`src/rtl/serdes_comma_aligner.sv`:
```
// serdes_comma_aligner: serial-to-parallel front end for the 8b/10b receive
// path. Shifts in one bit per qualified clock, hunts for a K28.5 comma, fixes
// the symbol boundary and emits aligned symbols. A small FSM tracks lock:
// HUNT -> ALIGN -> LOCKED on repeated on-boundary commas, back to HUNT on
// repeated misaligned commas while locked.
module serdes_comma_aligner #(
   parameter int               SYM_W    = 10,
   parameter logic [SYM_W-1:0] COMMA_N  = 10'b0101111100,
   parameter logic [SYM_W-1:0] COMMA_P  = 10'b1010000011,
   parameter int               LOCK_CNT = 3,
   parameter int               LOS_CNT  = 4
) (
   input  logic             clk_i,
   input  logic             rst_ni,
   input  logic             inputdata_i,
   input  logic             bit_valid_i,
   output logic [SYM_W-1:0] sym_o,
   output logic             sym_valid_o,
   output logic             comma_o,
   output logic             lock_o,
   output logic [7:0]       realign_cnt_o
);

   localparam int CW  = (SYM_W > 1) ? $clog2(SYM_W) : 1;
   localparam int CCW = $clog2(LOCK_CNT + 1);
   localparam int ECW = $clog2(LOS_CNT + 1);

   typedef enum logic [1:0] {HUNT, ALIGN, LOCKED} state_t;

   state_t           state_q, state_d;
   logic [SYM_W-1:0] sr_q, sr_d;
   logic [CW-1:0]    cnt_q, cnt_d;
   logic [CCW-1:0]   cc_q, cc_d;
   logic [ECW-1:0]   ec_q, ec_d;
   logic             aligned_q, aligned_d;   // set once the first alignment has happened
   logic [SYM_W-1:0] sym_d;
   logic             sym_valid_d, comma_d, lock_d;
   logic [7:0]       realign_d, realign_inc;

   logic [SYM_W-1:0] w;
   logic             hit, bnd;

   assign w           = {inputdata_i, sr_q[SYM_W-1:1]};
   assign hit         = (w == COMMA_N) || (w == COMMA_P);
   assign bnd         = (cnt_q == CW'(SYM_W - 1));
   assign realign_inc = (realign_cnt_o == 8'hFF) ? 8'hFF : realign_cnt_o + 8'd1;

   // State register plus all datapath registers; everything clears on reset,
   // so a symbol in flight is simply discarded.
   always_ff @(posedge clk_i or negedge rst_ni) begin
      if (!rst_ni) begin
         state_q       <= HUNT;
         sr_q          <= '0;
         cnt_q         <= '0;
         cc_q          <= '0;
         ec_q          <= '0;
         aligned_q     <= 1'b0;
         sym_o         <= '0;
         sym_valid_o   <= 1'b0;
         comma_o       <= 1'b0;
         lock_o        <= 1'b0;
         realign_cnt_o <= '0;
      end else begin
         state_q       <= state_d;
         sr_q          <= sr_d;
         cnt_q         <= cnt_d;
         cc_q          <= cc_d;
         ec_q          <= ec_d;
         aligned_q     <= aligned_d;
         sym_o         <= sym_d;
         sym_valid_o   <= sym_valid_d;
         comma_o       <= comma_d;
         lock_o        <= lock_d;
         realign_cnt_o <= realign_d;
      end
   end

   // Next-state and output logic; nothing moves unless the bit is qualified.
   always_comb begin
      state_d     = state_q;
      sr_d        = sr_q;
      cnt_d       = cnt_q;
      cc_d        = cc_q;
      ec_d        = ec_q;
      aligned_d   = aligned_q;
      sym_d       = sym_o;
      sym_valid_d = 1'b0;
      comma_d     = comma_o;
      lock_d      = lock_o;
      realign_d   = realign_cnt_o;

      if (bit_valid_i) begin
         sr_d  = w;
         cnt_d = bnd ? '0 : cnt_q + CW'(1);

         case (state_q)
            HUNT: begin
               if (hit) begin
                  sym_d       = w;
                  sym_valid_d = 1'b1;
                  comma_d     = 1'b1;
                  cnt_d       = '0;
                  cc_d        = CCW'(1);
                  aligned_d   = 1'b1;
                  // only boundary changes after the very first alignment count
                  if (aligned_q) realign_d = realign_inc;
                  if (LOCK_CNT == 1) begin
                     state_d = LOCKED;
                     lock_d  = 1'b1;
                  end else begin
                     state_d = ALIGN;
                  end
               end
            end

            ALIGN: begin
               if (bnd) begin
                  // a comma landing on the boundary confirms it
                  sym_d       = w;
                  sym_valid_d = 1'b1;
                  comma_d     = hit;
                  if (hit) begin
                     cc_d = cc_q + CCW'(1);
                     if (int'(cc_q) + 1 >= LOCK_CNT) begin
                        state_d = LOCKED;
                        lock_d  = 1'b1;
                     end
                  end
               end else if (hit) begin
                  // comma elsewhere: move the boundary onto it
                  sym_d       = w;
                  sym_valid_d = 1'b1;
                  comma_d     = 1'b1;
                  cnt_d       = '0;
                  cc_d        = CCW'(1);
                  realign_d   = realign_inc;
               end
            end

            LOCKED: begin
               if (bnd) begin
                  sym_d       = w;
                  sym_valid_d = 1'b1;
                  comma_d     = hit;
                  if (hit) ec_d = '0;
               end else if (hit) begin
                  // misaligned comma: count it but keep the boundary
                  if (int'(ec_q) + 1 >= LOS_CNT) begin
                     state_d = HUNT;
                     lock_d  = 1'b0;
                     ec_d    = '0;
                     cc_d    = '0;
                  end else begin
                     ec_d = ec_q + ECW'(1);
                  end
               end
            end

            default: state_d = HUNT;
         endcase
      end
   end

endmodule

```
`config.mk`:
```
export PLATFORM = sky130hd
export DESIGN_NAME = serdes_comma_aligner
export DESIGN_NICKNAME = d
export VERILOG_FILES = /design/src/rtl/serdes_comma_aligner.sv
export SDC_FILE = /design/constraint.sdc
export NUM_CORES = 1
export LEC_CHECK = 0
export ABC_AREA = 1
export CAP_MARGIN = 10
export CORE_ASPECT_RATIO = 0.7
export CORE_MARGIN = 2
export CORE_UTILIZATION = 60
export DETAILED_ROUTE_END_ITERATION = 6
export HOLD_SLACK_MARGIN = 0.1
export PLACE_DENSITY = 0.88
export RECOVER_POWER = 100
export SKIP_LAST_GASP = 1
export SYNTH_ARGS = -nofsm -noshare
export SYNTH_HDL_FRONTEND = slang
export SYNTH_SLANG_ARGS = --single-unit
```
`constraint.sdc`:
```
create_clock -name clk_i -period 2.7 [get_ports clk_i]
set_input_delay 0.405 -clock clk_i [delete_from_list [all_inputs] [get_ports clk_i]]
set_output_delay 0.405 -clock clk_i [all_outputs]
set_load 0.01 [all_outputs]
```
== Word level (Yosys, flattened, before mapping) ==
Index checks and enable logic that the tools add are counted.
Storage, ports and cells
  register bits after elaboration: 43
  input bits: 4
  output and inout port bits: 21
  logic and storage cells: 94
Operators by class
  add/sub/neg operators: 6
  order comparisons: 2
  equal/unequal tests: 17
  multiplexer cells: 46
  reduce and logical (&&, ||, !) cells: 12
Operator list (count)
  $mux W8: 5
  $mux W10: 3
  $pmux W10 S3: 1
  $mux W2: 10
  $ne A2 B2 Y1 const B: 10
  $pmux W8 S2: 1
  $reduce_and A8 Y1: 2
  $mux W1: 13
  $mux W3: 4
  $mux W4: 3
  $pmux W2 S3: 2
  $reduce_and A6 Y1: 2
  $eq A10 B10 Y1 const B: 1
  $eq A10 B9 Y1 const B: 1
  $reduce_and A3 Y1: 3
  $add A8 B1 Y8 const B: 1
  $eq A8 B8 Y1 const B: 1
  $pmux W4 S2: 1
  $pmux W1 S3: 2
  $add A3 B1 Y4 const B: 1
  $add A4 B1 Y4 const B: 1
  $eq A4 B4 Y1 const B: 1
  $ge A4 B3 Y1 const B: 1
  $reduce_bool A2 Y1: 2
  other kinds (11): 11

== Depth between registers and ports, before layout ==
Gate-level depths: netlist (run 1).
  depth after elaboration: 6
  gate-level depth with buffers: 12
  gate-level depth less buffers: 12

== Worst setup path after synthesis (run 1) ==
OpenSTA, ideal clock, no wires.
  path kind: reg2reg
  from: register state_q[0]
  to: register sym_o[0]
  library setup time: 0.116 ns
  data arrival time: 1.458 ns
  data required time: 2.584 ns
  slack: 1.126 ns
  stages on the path, launching flop included: 12
  path buffers: 2
  period minus slack after synthesis: 1.574 ns
  path through: dfrtp_1 > inv_1 > ha_1 > clkbuf_4 > inv_1 > nand2_2 > nand2_2 > o21ai_2 > or2_1 > buf_6 > nand2_1 > nand2_1
On the way
  cells in the longest elaborated chain, start to end: 3
  elaborated cells on any way between the ends: 7
  classes of those cells: eq/ne (3); mux (1); reduce/logical (3)
RTL lines
  from (decl): line 30  | state_t state_q, state_d;
  from (signal assigned): line 64  | state_q <= state_d;
  $eq A2 B2 Y1, or another cell as far along: line 96  | case (state_q)
  $ne A2 B2 Y1 (no source line) or $reduce_bool A3 Y1 (tied branches)
  $reduce_and A3 Y1 (no source line)
  to (signal assigned): line 70  | sym_o <= sym_d;
  to (decl): line 17  | output logic [SYM_W-1:0] sym_o,
Several ways; a longest one is shown, not always the timed one.
A chain may end at the register's enable or synchronous reset.

== Worst setup path in the final report (run 1) ==
  from: input inputdata_i
  to: register realign_cnt_o[0]
On the way
  cells in the longest elaborated chain, start to end: 4
  elaborated cells on any way between the ends: 6
  classes of those cells: eq/ne (4); reduce/logical (2)
RTL lines
  from (decl): line 15  | input logic inputdata_i,
  $eq A10 B9 Y1 or $eq A10 B10 Y1 (tied branches): line 44  | assign hit = (w == COMMA_N) || (w == COMMA_P);
  $logic_or A1 B1 Y1 *: line 44
  $ne A2 B2 Y1 (no source line)
  $reduce_and A6 Y1 (no source line) *
  to (signal assigned): line 74  | realign_cnt_o <= realign_d;
  to (decl): line 21  | output logic [7:0] realign_cnt_o
Mark *: on every way between the ends. The rest lies on a longest branch, timed or not.

==> results of run 1 <==
## state kept, by name, indices dropped and copies added (netlist names), 2 cells and up
register,flops
cnt_q,4
cc_q,2
sym_o,10
state_q,2
realign_cnt_o,8
sr_q,9
ec_q,3
## synth_stat cells
| cell type | n |
|---|---|
| nor2_4 | 1 |
| xor2_1 | 1 |
| nand2_2 | 6 |
| o21ai_0 | 20 |
| a31o_2 | 1 |
| inv_4 | 1 |
| or2_1 | 1 |
| ha_1 | 10 |
| nand3_2 | 2 |
| nand3_4 | 1 |
| nand2_1 | 109 |
| o21ai_1 | 2 |
| inv_2 | 4 |
| buf_4 | 3 |
| nand3b_1 | 2 |
| o21ai_2 | 1 |
| nand4_1 | 4 |
| nand3_1 | 26 |
| xnor2_1 | 1 |
| or2_2 | 4 |
| inv_1 | 34 |
| clkbuf_4 | 1 |
| dfrtp_1 | 42 |
| a21oi_4 | 1 |
| o211ai_1 | 2 |
| clkbuf_1 | 2 |
| nor2_1 | 23 |
| a21oi_1 | 5 |
| nor2_2 | 2 |
| buf_6 | 1 |
| or3_2 | 1 |
| o31ai_1 | 1 |
## cells by family (layout without fill, tap and decap cells)
family                   after synthesis  count (layout)  share of synthesized area, %
flip-flops                            42              42                          44.0
AND/OR/NAND/NOR                      182             182                          33.7
adder cells (fa/ha/maj)               10              10                          5.24
AO/OA/AOI/OAI                         33              33                          8.02
buffers and inverters                 46              72                          8.29
XOR/XNOR                               2               2                         0.734
## final timing paths
check	end	start	slack, ps
worst max-delay path	realign_cnt_o[0]	inputdata_i	590
min in group asynchronous	sym_o[6]	rst_ni	730
worst min-delay path	sym_o[4]	sym_o[4]	480
max in group asynchronous	cc_q[0]	rst_ni	720
worst min register to register	sym_o[4]	sym_o[4]	480
worst max register to register	realign_cnt_o[0]	state_q[1]	630
## worst max-delay path, stage by stage
cell	delay, ps
dlygate4sd3_1	580
inv_1	90
nand2_1	70
inv_1	60
nand3_1	150
nand3_1	150
nand2_1	110
nor2_2	360
inv_1	190
nand2_1	100
nand2_1	50
## where the power goes
group	total, mW	internal, mW	switching [mW]
Clock	0.422	0.185	0.237
Sequential	0.940	0.798	0.142
Combinational	0.976	0.392	0.583
## layer usage
layer / up-vias / share of wire, %
li1: 1047 / -
met1: 963 / 50
met2: 55 / 44
met3: 8 / 4.6
met4: 0 / 1.4
met5: - / 0
## layout make-up
cell class | instances | area (um2)
clock buffers | 5 | 68.8
clock inverters | 3 | 23.8
fillers | 307 | 1160
inverters | 39 | 149
multi-input cells | 227 | 1120
flip-flops and latches | 42 | 1050
well taps | 52 | 65.1
repair buffers | 25 | 238
==> key figures, run 1 <==
Outcome
  – Status: finished with violations
  – Failing checks: capacitance limit, slew limit

Worst setup path
  – CP Launch Type: input pin
  – Crit path max fanout: 11
  – Crit end category: register
  – CP Class: input pin to register
  – Worst Reg-to-Reg Cells: 11
  – Crit path required time: 2900 ps
  – CP arrival: 2320 ps

Clock tree
  – Root Buffer: clkbuf_8
  – Clk_lat worst skew: 310 ps
  – Hold buffers post-CTS: 0
  – Maximum clock path buffer count: 2
  – CTS Buf Count: 5
  – Post-CTS Setup Bufs: 0
  – H-tree depth: 2
  – CTS tree: yes
  – Worst-path clk slew: 90 ps
  – Resized cells post-CTS: 0
  – Clk sinks: 42

GRT
  – Global route overflow: 0
  – Maximum number of pins on one net before global-route repair: 43
  – Gr busiest metal: met1
  – Met3 Usage GRT: 5.14%
  – Grt met1 use: 37.0%
  – First-pass GRT wire length: 8.75 mm
  – Initial antenna violation count: 0
  – M2 GR Usage: 35.6%
  – Vias in the first global route: 2,010
  – GR Util All Layers: 24.8%

Layout
  – Post-route cell area: 2720 um2
  – ANT cells: 0
  – Fin nets: 354
  – Most frequent cells in the layout: 110 x nand2_1, 42 x dfrtp_1, 35 x inv_1
  – Fin cells: 393
  – Layout cells sized above 1: 8.21%
  – Area growth, synth to finish: 13.8%
  – Post-Route Utilization: 70.1%
  – Most common cell after layout, fill and taps aside: nand2_1

Floorplanning
  – Io pins: 25
  – Die height: 56.8 um
  – Die W: 79.4 um
  – Rows: 19
  – Initial core utilization: 61.6%
  – Core area: 3870 um2
  – Die ar.: 4510 um2

Drt
  – Vias/cell: 5.27
  – Drt first-iter violations: 157
  – Drt total wl: 4.81 mm
  – Via count: 2,073
  – Detailed Routing Iterations Pass 1: 4
  – DRC viols: 0
  – Routed Antenna Nets: 0
  – DR WL/cell: 12.2 um

Yosys
  – Syn Inst Count: 315
  – Synth Net Count: 329
  – Area leader, netlist: dfrtp_1
  – Yosys top cell area share: 44.0%
  – Yosys Warn Count: 0
  – Flops & latches, synth: 42
  – Cell area after synthesis: 2390 um2
  – Sequential fraction of the synthesis area: 44.0%
  – Synth top area cells: dfrtp_1 44%, nand2_1 17%, nand3_1 5.5%
  – Syn Area/Cell: 7.57 um2
  – Synth unique cells: 32

Placement
  – Dpl ws: 479 ps
  – Cell Area, Placed: 2650 um2
  – Detailed Place HPWL: 3.49 mm
  – I/O Buffers: 24
  – Routability cong.: 0.912
  – Dpl cells: 385

STA
  – Final TNS setup: 0 ps
  – Unrepaired setup endpoints after global routing: no
  – Post-layout min period: 2110 ps
  – Fmax: 0.473 GHz
  – Slew @ Worst Pin: 2190 ps
  – Slew margin rel.: -45.9%
  – Final worst slack: 586 ps
  – Clk_skew: 14.2 ps
  – Final Setup Violations: 0
  – Final Max Slew Viols: 43
  – Final worst-path cycle share: 78.3%
  – Final Hold Viols: 0
  – Hold WS: 479 ps

Job
  – Max Cap Viol: 1

Min path
  – Hold Path Class: register to register
  – WHS Path Cells: 2

Power
  – Pwr/cell area: 861 nW/um2
  – Total Power: 2.34 mW
  – Peak supply drop: 0.469 mV
  – Pleak: 1.46 nW
(Power assumes the default switching activity.)
==> run 2, diff against run 1 <==
--- a/config.mk
+++ b/config.mk
@@ -9,10 +9,10 @@
 export CAP_MARGIN = 10
 export CORE_ASPECT_RATIO = 0.7
 export CORE_MARGIN = 2
-export CORE_UTILIZATION = 60
+export CORE_UTILIZATION = 56
 export DETAILED_ROUTE_END_ITERATION = 6
 export HOLD_SLACK_MARGIN = 0.1
-export PLACE_DENSITY = 0.88
+export PLACE_DENSITY = 0.83
 export RECOVER_POWER = 100
 export SKIP_LAST_GASP = 1
 export SYNTH_ARGS = -nofsm -noshare
==> constraint.sdc (replaced) <==
create_clock -name clk_i -period 2.2 [get_ports clk_i]
set_input_delay 0.33 -clock clk_i [delete_from_list [all_inputs] [get_ports clk_i]]
set_output_delay 0.33 -clock clk_i [all_outputs]
set_load 0.01 [all_outputs]
==> run 2 against run 1 <==
Compared with the run above:
- count of clock-buffer cells in the layout grew 1
- largest cell class unchanged
- critical endpoint is now sym_o[6]
- critical path depth shrank 2
- global-route usage is 0.30 points lower
- the run now ends clean
- final area grew 1.0%
- sequential share of layout area decreased by 0.39 points
- first-iteration DRC count increased by 5.7%
- highest routed layer unchanged
- worst setup slack got worse by 290 ps
- register-to-register slack lost 340 ps
- core utilization is 1.4 points lower
- via count rose by 4.0%
- combinational power up 24%
- sequential power up 22%
==> key figures, run 2 (synthesis results as in run 1) <==
Outcome
  – Status: complete, no violations

Layout
  – Fill cell count: 346 (+13%)
  – Biggest regs: sym_o (10), sr_q (9), realign_cnt_o (8)
  – Fin cells: 397 (+1.0%)
  – Most common cell after layout, fill and taps aside: nand2_1
  – Area growth, synth to finish: 14.9%
  – Max reg flops: 10 (unchanged)
  – Most frequent cells in the layout: 112 x nand2_1, 42 x dfrtp_1, 35 x inv_1
  – Layout cells sized above 1: 8.70% (+0.48 points)
  – ANT cells: 0 (unchanged)
  – Sequential Area: 1050 um2 (unchanged)
  – Area of the multi-input gates: 1120 um2 (+0.22%)
  – Reg with most FFs: sym_o
  – Fin nets: 358 (+1.1%)

Min path
  – Hold Path Class: register to register
  – HP Start: lock_o
  – WHS Path Cells: 2 (unchanged)
  – Hold EP: lock_o

Drt
  – DRC viols: 0 (unchanged)
  – Vias/cell: 5.43 (+2.9%)
  – Drt first-iter violations: 166 (+5.7%)
  – Drt total wl: 5.18 mm (+7.7%)
  – Via count: 2,155 (+4.0%)
  – Detailed Routing Iterations Pass 1: 5 (+1)
  – DR WL/cell: 13.0 um (+6.6%)
  – Routed Antenna Nets: 0 (unchanged)

Worst setup path
  – Crit end category: register
  – Worst Reg-to-Reg Cells: 9 (-2)
  – Reg2reg start: state_q[1]
  – RR Endpoint: sym_o[6]
  – CP arrival: 2160 ps (-160 ps)
  – CP Class: register to register
  – R2R Setup Slk: 290 ps (-340 ps)
  – Crit path required time: 2450 ps (-450 ps)
  – CP Launch Type: register
  – Crit path max fanout: 9 (-2)

Clock tree
  – Root Buffer: clkbuf_8
  – Resized cells post-CTS: 0 (unchanged)
  – Worst-path clk slew: 80 ps (about the same)
  – H-tree depth: 2 (unchanged)
  – CTS tree: yes
  – Post-CTS Setup Bufs: 0 (unchanged)
  – Clk sinks: 42 (unchanged)
  – CTS Buf Count: 5 (unchanged)
  – Clk_lat worst skew: 310 ps (about the same)
  – Maximum clock path buffer count: 2 (unchanged)

Floorplanning
  – Initial core utilization: 59.7% (-1.8 points)
  – Io pins: 25 (unchanged)
  – Die W: 82.0 um (+3.3%)
  – Die ar.: 4810 um2 (+6.7%)
  – Rows: 19 (unchanged)
  – Die height: 58.6 um (+3.3%)
  – Core area: 3990 um2 (+3.1%)

Power
  – Pwr/cell area: 1050 nW/um2 (+22%)
  – Total Power: 2.87 mW (+23%)
  – Peak supply drop: 0.689 mV (+47%)
  – Pleak: 1.49 nW (+1.9%)

Placement
  – Routability cong.: 0.914 (+0.25%)
  – Dpl ws: 233 ps (-246 ps)
  – Detailed Place HPWL: 3.87 mm (+11%)
  – I/O Buffers: 24 (unchanged)
  – Dpl cells: 388 (+0.78%)

STA
  – Post-layout min period: 1910 ps
  – Final Setup Violations: 0 (unchanged)
  – Slew margin rel.: 8.49% (+54 points)
  – Final TNS setup: 0 ps (unchanged)
  – Final worst-path cycle share: 86.7%
  – Hold WS: 477 ps (-1.32 ps)
  – Final Max Slew Viols: 0 (-100%)
  – Clk_skew: 10.6 ps (-3.60 ps)
  – Slew @ Worst Pin: 1370 ps (-815 ps)
  – Final Hold Viols: 0 (unchanged)
  – Fmax: 0.524 GHz
  – Unrepaired setup endpoints after global routing: no
  – Final worst slack: 293 ps (-293 ps)

GRT
  – GR Util All Layers: 24.5% (-0.30 points)
  – Maximum number of pins on one net before global-route repair: 27 (-37%)
  – Global route overflow: 0 (unchanged)
  – First-pass GRT wire length: 8.91 mm (+1.8%)
  – Vias in the first global route: 2,068 (+2.9%)
  – Initial antenna violation count: 0 (unchanged)

Job
  – Max Cap Viol: 0 (-1)
==> run 2: routing by layer <==
layer,track usage [%],up-vias,routed length [um]
li1,-,1050,-
met4,10.0,0,104
met1,33.4,1003,2430
met5,0,-,0
met2,38.6,88,2270
met3,4.91,14,370
==> run 2: worst max-delay path by stage <==
stage,end,start
2_1_floorplan,sym_o[0],state_q[0]
3_3_place_gp,realign_cnt_o[6],inputdata_i
3_5_place_dp,realign_cnt_o[5],inputdata_i
4_1_cts,realign_cnt_o[5],state_q[1]
5_1_grt,realign_cnt_o[3],state_q[1]
6_report,sym_o[6],state_q[1]
==> run 2: critical path, stage by stage (launching register included) <==
cell	delay, ps
dfrtp_1	420
inv_1	90
ha_1	360
nand2_1	120
nand2_1	130
inv_1	100
nor2_1	140
or2_1	300
nand2_1	100
nand2_1	70
==> run 2: final cells by class <==
type                       count  area share [%]
multi-input combinational    227            40.9
sequential                    42            38.3
timing repair buffer          29            9.81
inverter                      39            5.43
clock buffer                   6            2.65
tap                           52            2.37
clock inverter                 2           0.502
==> run 2: through the flow <==
stage / instance area [um2] / utilization (%)
2_1_floorplan: 2390 / -
3_3_place_gp: 2670 / 66.8
4_1_cts: 2760 / 69.2
6_report: 2740 / 68.7
5_1_grt: 2740 / 68.7
3_5_place_dp: 2670 / 66.8
==> run 2: timing repair <==
action | in CTS | in global routing
endpoints found under the hold margin | 23 | 0
hold buffers | 1 | 0
setup endpoints to repair | 0 | 0
==> run 2: power breakdown <==
group | total (mW) | switching, mW | internal, mW
clock network | 0.510 | 0.286 | 0.224
registers | 1.15 | 0.169 | 0.980
logic | 1.21 | 0.729 | 0.484
==> run 3, diff against run 2 <==
--- a/config.mk
+++ b/config.mk
@@ -8,7 +8,6 @@
 export ABC_AREA = 1
 export CAP_MARGIN = 10
 export CORE_ASPECT_RATIO = 0.7
-export CORE_MARGIN = 2
 export CORE_UTILIZATION = 56
 export DETAILED_ROUTE_END_ITERATION = 6
 export HOLD_SLACK_MARGIN = 0.1
==> run 3 against run 2 <==
Compared with the run above:
- first-iteration DRC count is 13% lower
- critical path depth is 2 higher
- sequential power hardly changed
- power is 0.24% lower
- wire length is 4.5% lower
==> key figures, run 3 (synthesis results as in run 1) <==
Clock tree
  – CTS tree: yes
  – CTS Buf Count: 5 (unchanged)
  – Hold buffers post-CTS: 1 (unchanged)
  – H-tree depth: 2 (unchanged)
  – Root Buffer: clkbuf_8
  – Post-CTS Setup Bufs: 0 (unchanged)
  – Maximum clock path buffer count: 2 (unchanged)
  – Clk_lat worst skew: 300 ps (about the same)
  – Clk sinks: 42 (unchanged)
  – Resized cells post-CTS: 0 (unchanged)
  – Worst-path clk slew: 80 ps (about the same)

GRT
  – First-pass GRT wire length: 8.69 mm (-2.5%)
  – Maximum number of pins on one net before global-route repair: 27 (unchanged)
  – Initial antenna violation count: 0 (unchanged)
  – Vias in the first global route: 1,912 (-7.5%)
  – GR Util All Layers: 25.4% (+0.91 points)
  – Global route overflow: 0 (unchanged)

Power
  – Sw frac: 40.9% (-0.34 points)
  – Reg power frac: 39.9% (about the same)
  – Cell-internal power: 1.69 mW (+0.33%)
  – Power share of the clock group: 17.9% (about the same)
  – Comb power frac: 42.2% (about the same)
  – Pleak: 1.49 nW (-0.41%)
  – Peak supply drop: 0.663 mV (-3.7%)
  – Switching power: 1.17 mW (-1.1%)
  – Pwr/cell area: 1050 nW/um2 (-0.15%)

Worst setup path
  – Crit end category: register
  – Critical path origin: state_q[1]
  – CP Class: register to register
  – Crit path required time: 2410 ps (-40 ps)
  – Reg2reg start: state_q[1]
  – R2R Setup Slk: 310 ps (+20 ps)
  – Crit path max fanout: 9 (unchanged)
  – CP Launch Type: register
  – CP arrival: 2100 ps (-60 ps)

Drt
  – DR WL/cell: 12.5 um (-4.5%)
  – Via count: 2,054 (-4.7%)
  – Routed Antenna Nets: 0 (unchanged)
  – Vias/cell: 5.17 (-4.7%)
  – DRC viols: 0 (unchanged)
  – Drt first-iter violations: 144 (-13%)
  – Detailed Routing Iterations Pass 1: 4 (-1)
  – Drt total wl: 4.94 mm (-4.5%)

Floorplanning
  – Core area: 3990 um2 (unchanged)
  – Initial core utilization: 59.7% (unchanged)
  – Rows: 19 (unchanged)
  – Die W: 80.0 um (-2.4%)
  – Die ar.: 4530 um2 (-5.8%)
  – Die height: 56.6 um (-3.4%)
  – Io pins: 25 (unchanged)

Placement
  – Cell Area, Placed: 2670 um2 (unchanged)
  – Routability cong.: 0.854 (-6.5%)
  – Dpl ws: 262 ps (+29.6 ps)
  – I/O Buffers: 24 (unchanged)
  – Detailed Place HPWL: 3.63 mm (-6.3%)

Layout
  – ANT cells: 0 (unchanged)
  – Max reg flops: 10 (unchanged)
  – Most frequent cells in the layout: 110 x nand2_1, 42 x dfrtp_1, 34 x inv_1
  – Layout cells sized above 1: 8.99% (+0.29 points)
  – Reg with most FFs: sym_o
  – Most common cell after layout, fill and taps aside: nand2_1
  – Area growth, synth to finish: 14.8% (about the same)
  – Biggest regs: sym_o (10), sr_q (9), realign_cnt_o (8)
  – Fill cell count: 354 (+2.3%)
  – Fin nets: 358 (unchanged)
  – Post-route cell area: 2740 um2 (about the same)

STA
  – Final Setup Violations: 0 (unchanged)
  – Clk_skew: 7.09 ps (-3.51 ps)
  – Final worst-path cycle share: 85.8% (-0.93 points)
  – Hold WS: 470 ps (-7.66 ps)
  – Fmax: 0.530 GHz (+1.1%)
  – Final TNS setup: 0 ps (unchanged)
  – Post-layout min period: 1890 ps (-20.4 ps)
  – Slew @ Worst Pin: 867 ps (-505 ps)
  – Slew margin rel.: 42.2% (+34 points)
  – Final worst slack: 313 ps (+20.4 ps)
  – Final Max Slew Viols: 0 (unchanged)
  – Final Hold Viols: 0 (unchanged)
  – Unrepaired setup endpoints after global routing: no

Min path
  – Hold Path Class: register to register
  – HP Start: lock_o

Outcome
  – Status: complete, no violations

Job
  – Max Cap Viol: 0 (unchanged)
## run 3: layer usage
layer  routed length (um)  vias to the layer above  GRT usage [%]
met1                 2420                      949           36.0
met4                   50                        0           7.40
li1                     -                     1050              -
met2                 2230                       48           39.1
met3                  249                        7           5.69
met5                    0                        -              0
## run 3: metrics by stage
stage / total power, mW / instances / utilization, %
after floorplan: 1.99 / 315 / -
final: 2.87 / 397 / 68.6
after detailed placement: 2.44 / 388 / 66.8
after global placement: 2.40 / 388 / 66.8
after CTS: 2.96 / 397 / 69.3
after global routing: 3.11 / 397 / 68.6
## run 3: power by group through the flow
stage	Sequential, mW	Combinational (mW)	Clock (mW)
2_1_floorplan	1.20	0.790	0
3_3_place_gp	1.16	1.24	0
3_5_place_dp	1.16	1.27	0
4_1_cts	1.15	1.29	0.519
5_1_grt	1.17	1.38	0.553
6_report	1.14	1.21	0.512
## run 3: final timing paths
kind | endpoint | cells after the start
min in group asynchronous | cnt_q[3] | 2
setup reg to reg | realign_cnt_o[6] | 11
hold / removal | lock_o | 2
hold reg to reg | lock_o | 2
max in group asynchronous | realign_cnt_o[2] | 3
setup / recovery | realign_cnt_o[6] | 11
## run 3: final cells by class
| cell class | count | area (um2) | share of cell area [%] |
|---|---|---|---|
| Inverter | 39 | 149 | 5.43 |
| Clock inverter | 3 | 21.3 | 0.776 |
| Sequential cell | 42 | 1050 | 38.4 |
| Tap cell | 52 | 65.1 | 2.37 |
| Multi-Input combinational cell | 227 | 1120 | 40.8 |
| Timing Repair Buffer | 29 | 268 | 9.77 |
| Clock buffer | 5 | 68.8 | 2.51 |
## run 3: worst max-delay path, cell delays in order, from the launching register on
cell,delay (ps)
dfrtp_1,420
inv_1,90
ha_1,370
inv_1,100
nand2_1,90
o211ai_1,100
inv_1,60
nand2_1,40
nor2_1,190
buf_4,200
nand2_1,60
o21ai_0,80
==> RTL change 1 (settings of run 2) <==
Add an input register stage for `inputdata_i` and `bit_valid_i`, cleared by the reset; this delays them by one clock.
--- a/src/rtl/serdes_comma_aligner.sv
+++ b/src/rtl/serdes_comma_aligner.sv
@@ -27,6 +27,19 @@
 
    typedef enum logic [1:0] {HUNT, ALIGN, LOCKED} state_t;
 
+   logic inputdata_q;
+   logic bit_valid_q;
+
+   always_ff @(posedge clk_i or negedge rst_ni) begin
+      if (!rst_ni) begin
+         inputdata_q <= '0;
+         bit_valid_q <= '0;
+      end else begin
+         inputdata_q <= inputdata_i;
+         bit_valid_q <= bit_valid_i;
+      end
+   end
+
    state_t           state_q, state_d;
    logic [SYM_W-1:0] sr_q, sr_d;
    logic [CW-1:0]    cnt_q, cnt_d;
@@ -40,7 +53,7 @@
    logic [SYM_W-1:0] w;
    logic             hit, bnd;
 
-   assign w           = {inputdata_i, sr_q[SYM_W-1:1]};
+   assign w           = {inputdata_q, sr_q[SYM_W-1:1]};
    assign hit         = (w == COMMA_N) || (w == COMMA_P);
    assign bnd         = (cnt_q == CW'(SYM_W - 1));
    assign realign_inc = (realign_cnt_o == 8'hFF) ? 8'hFF : realign_cnt_o + 8'd1;
@@ -89,7 +102,7 @@
       lock_d      = lock_o;
       realign_d   = realign_cnt_o;
 
-      if (bit_valid_i) begin
+      if (bit_valid_q) begin
          sr_d  = w;
          cnt_d = bnd ? '0 : cnt_q + CW'(1);
 
Check against the original RTL: not equivalent (a bounded check fails within 10 cycles, from zero or initial values and one cycle with rst_ni low).
==> RTL change 1 against run 2 <==
  * Final area grew 5.4%
  * Sequential share of layout area shrank 0.23 points
  * Sequential cell count grew 2
  * Setup slack lost 0.080 ns
  * Power shrank 1.6%
  * Synthesized area grew 3.9%
  * Wire length grew 5.5%
  * Largest cell class unchanged
  * Highest routed layer unchanged
==> RTL change 1: results (changes against run 2) <==
[grt]
track_usage_pct=23.96  ; was 24.49%
grt_pass1_vias=1972  ; was 2,068
grt_pass1_wl_um=9190  ; was 8907 um
grt_max_degree=28  ; was 27

[placed_design]
dp.cells=402  ; was 388
dp_hpwl_um=4034  ; was 3869 um
gp_congestion=0.8774  ; was 0.9138

[cts]
cts_buffers=5  ; unchanged
insertion_delay_ns=0.31  ; about the same

[layout]
final_nets=369  ; was 358
n_fill_cell=362  ; was 346
reg_top3=sym_o (10), sr_q (9), realign_cnt_o (8)  ; unchanged
drive_gt1_share_pct=8.146  ; was 8.696%

[synthesis]
synthTopCellsByCount=nand2_1 (122), dfrtp_1 (44), inv_1 (31), nor2_1 (28), nand3_1 (21)  ; was nand2_1 (109), dfrtp_1 (42), inv_1 (34), nand3_1 (26), nor2_1 (23)
synth_cell_type_count=33  ; was 32
synthTopCellsByArea=dfrtp_1 (44%), nand2_1 (18%), ha_1 (5.0%), inv_1 (4.7%), nand3_1 (4.2%)  ; was dfrtp_1 (44%), nand2_1 (17%), nand3_1 (5.5%), inv_1 (5.3%), ha_1 (5.2%)
synth.avg_cell_area_um2=7.627  ; was 7.575 um^2
syn-num-nets=339  ; was 329
ys_seq_area_share_pct=44.42  ; was 44.05%

[flow_run]
cap_violations=0  ; unchanged

[setup_path]
arrival_ns=2.24  ; was 2.16 ns
endpoint=sym_o[1]$_DFFE_PN0P_  ; was sym_o[6]$_DFFE_PN0P_
reg2reg_slack_ns=0.21  ; was 0.29 ns
crit_path_max_fanout=8  ; was 9

[power_and_ir_drop]
leakage_nw=1.583  ; was 1.492 nW
vdd_drop_max_mv=0.5866  ; was 0.6889 mV

[routing]
drtIter0Drc=215  ; was 166
wl_um=5460  ; was 5176 um
vias=2156  ; was 2,155
wl_met3_um=362  ; was 370 um
wl_met1_um=2660  ; was 2429 um
via_per_inst=5.246  ; was 5.428
wl_met2_um=2349  ; was 2271 um

[sta]
slew_headroom_pct=3.559  ; was 8.493%
fin_skew_ns=0.005673  ; was 0.01059 ns

[run_status]
run_status=complete, no violations  ; unchanged

[hold_path]
min_path_type=reg -> reg  ; unchanged

-- RTL change 1: how the worst min path moves through the flow --
| stage | startpoint | to | slack (ns) | cells past startpoint |
|---|---|---|---|---|
| floorplan | rst_ni | aligned_q$_DFFE_PN0P_ | 0.03 | 0 |
| global placement | rst_ni | cnt_q[1]$_DFFE_PN0P_ | 0.37 | 1 |
| detailed placement | rst_ni | cnt_q[1]$_DFFE_PN0P_ | 0.37 | 1 |
| CTS | bit_valid_i | bit_valid_q$_DFF_PN0_ | 0.46 | 1 |
| global route | lock_o$_DFFE_PN0P_ | lock_o$_DFFE_PN0P_ | 0.50 | 2 |
| finish | aligned_q$_DFFE_PN0P_ | aligned_q$_DFFE_PN0P_ | 0.47 | 2 |
-- RTL change 1: logic make-up (layout without fill, tap and decap cells) --
kind of cell,after synthesis,after routing,synth area share [%]
simple gates,197,197,36.09
fa+ha+maj,10,10,5.048
compound gates,31,31,6.613
xor+xnor,3,3,1.060
flops,44,44,44.42
buf+inv,40,71,6.764
-- RTL change 1: where the power goes --
| group | total [W] | leakage [nW] | internal, W | switching [W] |
|---|---|---|---|---|
| logic | 0.00104 | 0.932 | 0.000392 | 0.000652 |
| clock network | 0.000686 | 0.0645 | 0.000401 | 0.000286 |
| registers | 0.00110 | 0.586 | 0.000961 | 0.000135 |
| total | 0.00283 | 1.58 | 0.00175 | 0.00107 |
-- RTL change 1: stage by stage --
step | total power (W) | worst slack [ns] | hold WS, ns | instance area (um^2) | utilization (%)
6_report | 0.002827 | 0.2130 | 0.4747 | 2890 | 67.15
4_1_cts | 0.002887 | 0.2430 | 0.4582 | 2910 | 67.62
3_3_place_gp | 0.002161 | 0.4524 | 0.3720 | 2774 | 64.45
5_1_grt | 0.003007 | 0.08327 | 0.5035 | 2890 | 67.15
3_5_place_dp | 0.002194 | 0.3052 | 0.3741 | 2774 | 64.45
2_1_floorplan | 0.001864 | 0.6115 | 0.03441 | 2479 | -
-- RTL change 1: area by class of cell --
class	instances	area share (%)
sequential	44	38.10
timing repair buffer	29	9.351
inverter	34	4.459
multi-input combinational	241	41.34
clock buffer	7	3.333
tap	55	2.381
clock inverter	1	1.039
-- RTL change 1: timing repair --
item,in CTS,in global routing
resized for setup,0,0
hold endpoints to repair,25,0
hold buffers,1,0
setup endpoints to repair,0,0
-- RTL change 1: metal layers --
| metal | vias up | GRT usage [%] |
|---|---|---|
| met4 | 0 | 8.986 |
| li1 | 1074 | - |
| met2 | 88 | 36.98 |
| met1 | 986 | 34.29 |
| met5 | - | 0 |
| met3 | 8 | 4.696 |
-- RTL change 1: critical path, delay by kind of cell, from the launching register on --
kind	cells	cell delay [ns]
simple gates	4	0.57
flops	1	0.42
fa+ha+maj	1	0.38
compound gates	2	0.29
buf+inv	2	0.26
==> RTL change 2 (settings of run 2) <==
Made on the original files. Set the parameter `COMMA_N` to 10'b0010111110 (it was 10'b0101111100).
--- a/src/rtl/serdes_comma_aligner.sv
+++ b/src/rtl/serdes_comma_aligner.sv
@@ -5,7 +5,7 @@
 // repeated misaligned commas while locked.
 module serdes_comma_aligner #(
    parameter int               SYM_W    = 10,
-   parameter logic [SYM_W-1:0] COMMA_N  = 10'b0101111100,
+   parameter logic [SYM_W-1:0] COMMA_N  = 10'b0010111110,
    parameter logic [SYM_W-1:0] COMMA_P  = 10'b1010000011,
    parameter int               LOCK_CNT = 3,
    parameter int               LOS_CNT  = 4
Formal check against the unedited RTL: not equivalent (a bounded check fails within 10 cycles, from zero or initial values and one cycle with rst_ni low).
==> RTL change 2 against run 2 <==
  * Count of clock-buffer cells in the layout is the same
  * Sequential cell count did not move
  * Setup slack improved by 0.0076 ns
  * Cell count decreased by 5.5%
  * Combinational power is 6% lower
  * Clock skew shrank 0.0033 ns
  * Final area is 2.2% lower
  * Critical path type is now in -> reg
  * Power decreased by 3.0%
  * Wire length is 9.8% lower
  * Synthesized area down 3.5%
==> RTL change 2: results (changes against run 2) <==
[run_status]
run_status=complete, no violations  ; unchanged

[cts]
cts_buffers=5  ; unchanged
clk_pin_slew_worst_paths_ns=0.08  ; about the same
cts_root_buffer=clkbuf_8  ; unchanged
clockBufferDepth=2  ; unchanged
postCtsSetupRepairBufs=0  ; unchanged
htreeDepth=2  ; unchanged
insertion_delay_ns=0.30

[hold_path]
min_path_type=reg -> reg  ; unchanged

[placed_design]
dp_slack_ns=0.2465  ; was 0.2328 ns
placed_area_mm2=0.002611  ; was 0.002668 mm^2
gp_congestion=0.8247  ; was 0.9138
port_buffers=24  ; unchanged
dp_hpwl_um=3424  ; was 3869 um

[synthesis]
synthTopCellsByCount=nand2_1 (106), dfrtp_1 (42), nand3_1 (31), inv_1 (27), o21ai_0 (18)  ; was nand2_1 (109), dfrtp_1 (42), inv_1 (34), nand3_1 (26), nor2_1 (23)
ys.warnings.count=0  ; unchanged
syn-num-nets=306  ; was 329
ys_seq_area_share_pct=45.65  ; was 44.05%
synth-async-reset-ratio_pct=100.0  ; unchanged
synth_cell_type_count=31  ; was 32
synthTopCellsByArea=dfrtp_1 (46%), nand2_1 (17%), nand3_1 (6.7%), ha_1 (5.4%), inv_1 (4.4%)  ; was dfrtp_1 (44%), nand2_1 (17%), nand3_1 (5.5%), inv_1 (5.3%), ha_1 (5.2%)
synth_ff_type=dfrtp_1  ; unchanged

[grt]
grt_max_degree=43  ; was 27
antenna_found_initial=0  ; unchanged
grt_overflow=0  ; unchanged
grt_pass1_vias=1908  ; was 2,068
grt_pass1_wl_um=8397  ; was 8907 um
track_usage_pct=23.33  ; was 24.49%

[layout]
reg_top3=sym_o (10), sr_q (9), realign_cnt_o (8)  ; unchanged
antennaDiodeCount=0  ; unchanged
n_fill_cell=322  ; was 346
drive_gt1_share_pct=8.978  ; was 8.696%
final_nets=336  ; was 358

[routing]
drtPass1Iterations=4  ; was 5
drtIter0Drc=108  ; was 166
vias=1963  ; was 2,155
wl_um=4670  ; was 5176 um

[setup_path]
crit_path_max_fanout=18  ; was 9
arrival_ns=2.08  ; was 2.16 ns

[sta]
fin_skew_ns=0.007297  ; was 0.01059 ns
tightest_slew_ns=0.9954  ; was 1.373 ns
finalHoldViolCount=0  ; unchanged

[power_and_ir_drop]
leakage_nw=1.411  ; was 1.492 nW
vdd_drop_max_mv=0.6214  ; was 0.6889 mV

RTL change 2: cell count changes in the layout (fill, tap and decap cells not counted), moves of 3 or more:
cell and change:
nor2_1 -14, inv_1 -6, nand3_1 +5, nand2_1 -4, a21oi_1 +3, inv_2 -3, nand4_1 -3, o21ai_0 -3
RTL change 2: cell type report:
class	instances	area share, %
Timing Repair Buffer	28	9.748
Inverter	31	4.524
Multi-Input combinational cell	214	40.58
Sequential cell	42	39.18
Clock inverter	2	0.4664
Tap cell	52	2.425
Clock buffer	6	3.078
RTL change 2: cells by family (layout without fill, tap and decap cells):
family / count (synthesis) / count (layout) / synth area share [%]
compound gates: 36 / 36 / 9.457
xor+xnor: 2 / 2 / 0.7610
simple gates: 166 / 166 / 32.28
fa+ha+maj: 10 / 10 / 5.435
flops: 42 / 42 / 45.65
buf+inv: 36 / 67 / 6.413
RTL change 2: layer usage:
metal | routed length (um) | track usage [%] | vias to the layer above
li1 | - | - | 993
met2 | 2117 | 37.14 | 38
met5 | 0 | 0 | -
met4 | 38 | 5.811 | 0
met1 | 2323 | 33.16 | 927
met3 | 191 | 4.984 | 5
RTL change 2: path summary, 6_finish.rpt:
kind | startpoint | end | slack [ns] | depth (start not counted)
max | bit_valid_i | state_q[1]$_DFFE_PN0P_ | 0.30 | 7
min reg2reg | aligned_q$_DFFE_PN0P_ | aligned_q$_DFFE_PN0P_ | 0.46 | 2
min | aligned_q$_DFFE_PN0P_ | aligned_q$_DFFE_PN0P_ | 0.46 | 2
max in group asynchronous | rst_ni | ec_q[1]$_DFFE_PN0P_ | 0.78 | 3
min in group asynchronous | rst_ni | sym_o[9]$_DFFE_PN0P_ | 0.80 | 3
max reg2reg | cnt_q[0]$_DFFE_PN0P_ | sym_o[2]$_DFFE_PN0P_ | 0.40 | 10
RTL change 2: worst max-delay path: stages:
cell	delay, ns
dlygate4sd3_1	0.55
clkbuf_1	0.58
nand2_2	0.22
nor2_4	0.20
nand2_1	0.08
nand2_1	0.07
nand2_1	0.05
RTL change 2: through the flow:
stage,instances,util [%]
2_1_floorplan,292,-
3_3_place_gp,366,66.57
3_5_place_dp,366,66.57
4_1_cts,375,69.25
5_1_grt,375,68.39
6_report,375,68.39
RTL change 2: repair_timing:
action	in CTS	in global routing
hold buffers	1	0
resized for setup	0	0
endpoints found under the setup margin	0	0
endpoints found under the hold margin	42	0
RTL change 2: report_power, final:
group | switching [W] | internal (W) | total, W | leakage [nW]
Clock | 0.000271 | 0.000252 | 0.000523 | 0.0472
Combinational | 0.000689 | 0.000447 | 0.00114 | 0.811
Sequential | 0.000168 | 0.000958 | 0.00113 | 0.553
